$ cat src/rtl/regfile_wb_arbiter.sv
// Two-requester writeback arbiter in front of a single register-file write port.
// Round-robin or fixed-priority grant; the winning write is registered for one cycle.
module regfile_wb_arbiter #(
    parameter int unsigned PRIO_MODE = 0
) (
    input  logic        i_clk,
    input  logic        i_arst,
    input  logic        i_stall,
    input  logic        i_a_valid,
    input  logic [4:0]  i_a_reg,
    input  logic [31:0] i_a_data,
    output logic        o_a_ready,
    input  logic        i_b_valid,
    input  logic [4:0]  i_b_reg,
    input  logic [31:0] i_b_data,
    output logic        o_b_ready,
    output logic        RegWrite,
    output logic [4:0]  o_writeReg,
    output logic [31:0] o_data,
    output logic        o_last_b
);

    logic        grant_a;
    logic        grant_b;
    logic        grant_any;
    logic [4:0]  sel_reg;
    logic [31:0] sel_data;

    // On a tie, A wins in fixed-priority mode or when B held the previous grant.
    always_comb begin
        grant_a = 1'b0;
        grant_b = 1'b0;
        if (!i_arst && !i_stall) begin
            if (i_a_valid && i_b_valid) begin
                if (PRIO_MODE == 1 || o_last_b) begin
                    grant_a = 1'b1;
                end else begin
                    grant_b = 1'b1;
                end
            end else if (i_a_valid) begin
                grant_a = 1'b1;
            end else if (i_b_valid) begin
                grant_b = 1'b1;
            end
        end
    end

    always_comb begin
        sel_reg  = i_a_reg;
        sel_data = i_a_data;
        if (grant_b) begin
            sel_reg  = i_b_reg;
            sel_data = i_b_data;
        end
    end

    assign grant_any = grant_a | grant_b;
    assign o_a_ready = grant_a;
    assign o_b_ready = grant_b;

    // Writes to register 0 are accepted but suppressed, with index and data cleared.
    always_ff @(posedge i_clk) begin
        if (i_arst) begin
            RegWrite   <= 1'b0;
            o_writeReg <= '0;
            o_data     <= '0;
            o_last_b   <= 1'b1;
        end else begin
            RegWrite <= 1'b0;
            if (grant_any) begin
                o_last_b <= grant_b;
                if (sel_reg == 5'd0) begin
                    o_writeReg <= '0;
                    o_data     <= '0;
                end else begin
                    RegWrite   <= 1'b1;
                    o_writeReg <= sel_reg;
                    o_data     <= sel_data;
                end
            end
        end
    end

endmodule

$ cat config.mk
export PLATFORM = sky130hd
export DESIGN_NAME = regfile_wb_arbiter
export DESIGN_NICKNAME = d
export VERILOG_FILES = /design/src/rtl/regfile_wb_arbiter.sv
export SDC_FILE = /design/constraint.sdc
export NUM_CORES = 1
export LEC_CHECK = 0
export CAP_MARGIN = 20
export CORE_ASPECT_RATIO = 2
export CORE_MARGIN = 2
export CORE_UTILIZATION = 34
export CTS_CLUSTER_DIAMETER = 200
export DETAILED_ROUTE_END_ITERATION = 8
export GPL_TIMING_DRIVEN = 0
export PLACE_DENSITY = 0.9
export RECOVER_POWER = 100
export SYNTH_ARGS = -nofsm -noshare
export SYNTH_HDL_FRONTEND = slang
export SYNTH_SLANG_ARGS = --single-unit
$ cat constraint.sdc
create_clock -name i_clk -period 2.15 [get_ports i_clk]
set_input_delay 0.43 -clock i_clk [delete_from_list [all_inputs] [get_ports i_clk]]
set_output_delay 0.43 -clock i_clk [all_outputs]
set_load 0.005 [all_outputs]
=== After elaboration in Yosys (flattened, before gate mapping) ===
Cells that the tools add are included.

* Logic and storage cells: 26
* Input bits: 79
* Register bits: 39

* Reduce and logical (&&, ||, !) cells: 6
* Bitwise gates (word level): 2
* Muxes and demuxes: 14

{| class="wikitable"
|+ Operator list
! kind !! count
|-
| $mux 32 || 2
|-
| $mux 1 || 10
|-
| $mux 5 || 2
|-
| $logic_not 5->1 || 1
|-
| $logic_and 1x1->1 || 2
|-
| $logic_not 1->1 || 2
|-
| $reduce_or 2->1 || 1
|-
| $not 1->1 || 1
|-
| $or 1x1->1 || 1
|}

=== Logic depth before layout (Yosys ltp) ===
* Word-level depth: 7
* Mapped depth: 6

=== Least setup slack after synthesis ===
Ideal clock, no wire load.

* Path kind: input to register
* Start: input port i_arst
* End: register o_data[0]
* Library setup time: 0.060 ns
* Stages on the path: 6
* Slack: 0.486 ns
* Buffers on the path: 2
* Arrival time: 1.604 ns
* Data required time: 2.090 ns
* Path through: buf_6 -> or3b_4 -> a211oi_4 -> buf_6 -> and2_1 -> a221o_1

* Word-level cells in the longest chain between the ends: 6
* Elaborated cells on any way between the ends: 9
* Those cells by class: mux: 5; bitwise: 1; reduce/logical: 3

{| class="wikitable"
|+ Ends and longest elaborated chain
! element !! RTL line !! source
|-
| from (decl) || 7 || <nowiki>input logic i_arst,</nowiki>
|-
| $logic_not 1->1 || 33 || <nowiki>if (!i_arst && !i_stall) begin</nowiki>
|-
| $logic_and 1x1->1 || 33 ||
|-
| $mux 1 || 33 ||
|-
| $mux 5 || 51 || <nowiki>if (grant_b) begin</nowiki>
|-
| $logic_not 5->1 || 72 || <nowiki>if (sel_reg == 5'd0) begin</nowiki>
|-
| $mux 32 || 72 ||
|-
| to (signal assigned) || 78 || <nowiki>o_data <= sel_data;</nowiki>
|-
| to (decl) || 19 || <nowiki>output logic [31:0] o_data,</nowiki>
|}

Several ways; a longest one is shown, not always the timed one.
A chain may end at the register's enable or synchronous reset.

=== Worst setup path after layout ===
* Start: input port i_stall
* End: output port o_b_ready

* Word-level cells in the longest chain between the ends: 3

{| class="wikitable"
|+ Ends and longest elaborated chain
! element !! RTL line !! source
|-
| from (decl) || 8 || <nowiki>input logic i_stall,</nowiki>
|-
| $logic_not 1->1 || 33 ||
|-
| $logic_and 1x1->1 || 33 ||
|-
| $mux 1 || 33 ||
|-
| to (decl) || 16 || <nowiki>output logic o_b_ready,</nowiki>
|}

Every way passes these cells.

==> results.tsv <==
stage	metric	value	unit
outcome	run_status	complete, no violations	
timing	maxSlewViolCount	0	
synthesis	ys_seq_elements	39	
critical_path	cpLargestDelayFamily	buffers and inverters	
timing	min_period	2.08	ns
placement	port_buffers	118	
synthesis	netlist_instances	154	
min_path	hold_path_class	input port to flip-flop	
min_path	holdPathEnd	o_writeReg[4]	
cts	clkSinkCount	39	
critical_path	worstPathBufferInverterCount	3	
global_route	grt_use_total	20.8	%
critical_path	crit_path_end_kind	output pin	
timing	whs	0.344	ns
synthesis	ys_seq_area_share	48.6	%
floorplanning	num_rows	35	
flow_run	maxCapViolations	0	
floorplanning	dieArea	5320	µm²
detailed_routing	antenna_left	0	
synthesis	ys_types	18	
floorplanning	initial_core_util	35.2	%
timing	tightest_slew	0.463	ns
detailed_routing	drtPass1Iterations	4	
synthesis	ys_warn_count	0	
power	cellLeakagePower	1.24	nW
detailed_routing	num_vias	1688	
critical_path	reg2reg_depth	5	
critical_path	critPathArrivalTime	1.65	ns
power	powerDensity	583	nW/µm²
critical_path	criticalPathCategory	input port to output pin	
timing	timing.fmax	481	MHz
global_route	grt_pass1_wl	8310	µm
critical_path	r2r-end	o_data[14]	
cells_and_area	num_antenna_cells	0	
critical_path	r2r_slack	0.47	ns
detailed_routing	viasPerCell	5.02	
cells_and_area	fin_util	65.0	%
global_route	antenna_found_initial	0	
critical_path	reg2reg_from	o_last_b	
detailed_routing	drcViolationCount	0	
critical_path	max_stage_delay	0.51	ns
placement	hpwl	4100	µm
cells_and_area	layout.nets	359	
floorplanning	boundaryPins	120	
timing	finalHoldViolations	0	
synthesis	synth.net_count	233	
detailed_routing	wl_met2	2960	µm
placement	place.gp.congestion	0.750	
timing	slew_headroom	69.1	%
critical_path	crit_chain	dlygate4sd2_1 > nor2_2 > nand3_4 > inv_4 > clkdlybuf4s50_1	
critical_path	crit_slowest_cell	clkdlybuf4s50_1	
synthesis	synth.avg_cell_area	10.4	µm²
power	ir_worst_vdd	0.498	mV
cts	cts_tree	built	
synthesis	synthesis.area	1610	µm²
detailed_routing	highest_layer	met4	
critical_path	required	1.72	ns
timing	clock_skew	0.00905	ns
cts	root_buffer	clkbuf_8	
cells_and_area	mostFrequentLayoutCells	clkdlybuf4s50_1 (74), dlygate4sd3_1 (40), dfxtp_1 (39), a221o_1 (33), and2_1 (17)	
detailed_routing	drt-total-wl	5230	µm
critical_path	crit_path_start_kind	input port	
cts	clk_pin_slew_worst_paths	0.08	ns
cts	clk_path_buf_depth	2	
cts	cts-hold-fix-buffers	0	
global_route	grt_pass1_vias	1805	
global_route	grt-ovfl-total	0	
timing	rsz0062_at_grt	false	
cts	htree_levels	2	
cts	clk_latency	0.28	ns
cells_and_area	area_growth	84.5	%
cells_and_area	layout-drive-gt1-share	7.12	%
global_route	grt_max_degree	12	
floorplanning	die_h	101	µm
min_path	min-delay-start	i_arst	
detailed_routing	wire_per_inst	15.6	µm
cells_and_area	layout_commonest_cell	clkdlybuf4s50_1	
detailed_routing	drt_first_iter_violations	16	
detailed_routing	m1WireLength	1860	µm
timing	fin_crit_sh	96.8	%
min_path	whs_path_depth	2	
detailed_routing	wl_met3	297	µm
floorplanning	coreArea	4550	µm²
floorplanning	die_w	52.6	µm
critical_path	cp_max_fo	7	
timing	setup_viol	0	
cts	numCtsBuffers	5	
==> worst reg2reg max path, cell delays in order, from the launching register on <==
cell      delay [ns]
dfxtp_1         0.35
nand2_2         0.09
nand3_4         0.12
a21oi_1         0.40
clkbuf_1        0.43
a221o_1         0.23
==> state kept, by name (all words and copies together) (netlist names) <==
name and count:
o_writeReg 5, o_data 32, o_last_b 1, RegWrite 1
==> layer usage <==
| layer | track usage, % | vias up |
|---|---|---|
| met5 | 0 | - |
| met4 | 7.89 | 0 |
| met3 | 5.01 | 10 |
| met2 | 38.3 | 75 |
| met1 | 21.9 | 773 |
| li1 | - | 830 |
==> cell usage after synthesis, drive strengths merged <==
cell type | n | share of area (%)
a311oi | 5 | 2.7
nor4 | 1 | 0.78
nand2 | 12 | 2.8
a221o | 33 | 21
nor3 | 1 | 0.31
or3b | 1 | 0.70
and2 | 32 | 12
dfxtp | 39 | 49
nor2 | 9 | 2.1
o21a | 2 | 0.94
a211oi | 1 | 1.2
nand3 | 1 | 0.31
nor2b | 1 | 0.39
inv | 3 | 0.70
buf | 7 | 3.7
clkbuf | 4 | 0.94
a21oi | 2 | 0.62
==> worst max path at each step <==
stage | start | to | slack (ns) | cells after the start
5_1_grt | i_a_reg[1] | o_data[13] | 0.004 | 6
4_1_cts | i_stall | o_b_ready | 0.07 | 5
3_5_place_dp | i_stall | o_b_ready | -0.34 | 5
3_3_place_gp | i_stall | o_b_ready | -0.30 | 5
6_report | i_stall | o_b_ready | 0.07 | 5
2_1_floorplan | i_arst | o_data[0] | 0.49 | 6
==> cells by family (layout without fill, tap and decap cells) <==
family	after synthesis	after routing	share of synthesized area, %
flip-flops	39	39	48.6
AO/OA/AOI/OAI	43	43	26.1
AND/OR/NAND/NOR	58	58	19.9
buffers and inverters	14	141	5.38
==> stage by stage <==
| step | area [µm²] | instances | setup TNS (ns) | setup slack (ns) | total power, mW |
|---|---|---|---|---|---|
| floorplan | 1610 | 154 | 0 | 0.486 | 0.938 |
| finish | 2960 | 336 | 0 | 0.0689 | 1.73 |
| global route | 2960 | 336 | 0 | 0.00354 | 1.81 |
| detailed placement | 2860 | 327 | -4.98 | -0.336 | 1.23 |
| global placement | 2860 | 327 | -4.29 | -0.298 | 1.22 |
| CTS | 2980 | 336 | 0 | 0.0719 | 1.77 |
==> cell type report <==
cell class,count,area (µm²)
fill,385,1590
timing repair buffer,119,1180
sequential,39,781
multi-input combinational,101,753
clock buffer,8,100
tap,55,68.8
buffer,11,61.3
inverter,3,13.8
==> what timing repair did <==
action	CTS	global route
setup endpoints to repair	2	0
buffers inserted	1	0
gates resized for setup	10	0
==> report_power, final <==
part           switching [mW]  total (mW)  internal (mW)
combinational           0.121       0.377          0.256
clock                   0.249       0.542          0.293
sequential             0.0276       0.808          0.780
total                   0.398        1.73           1.33
Power figures use the tool's default switching activity.
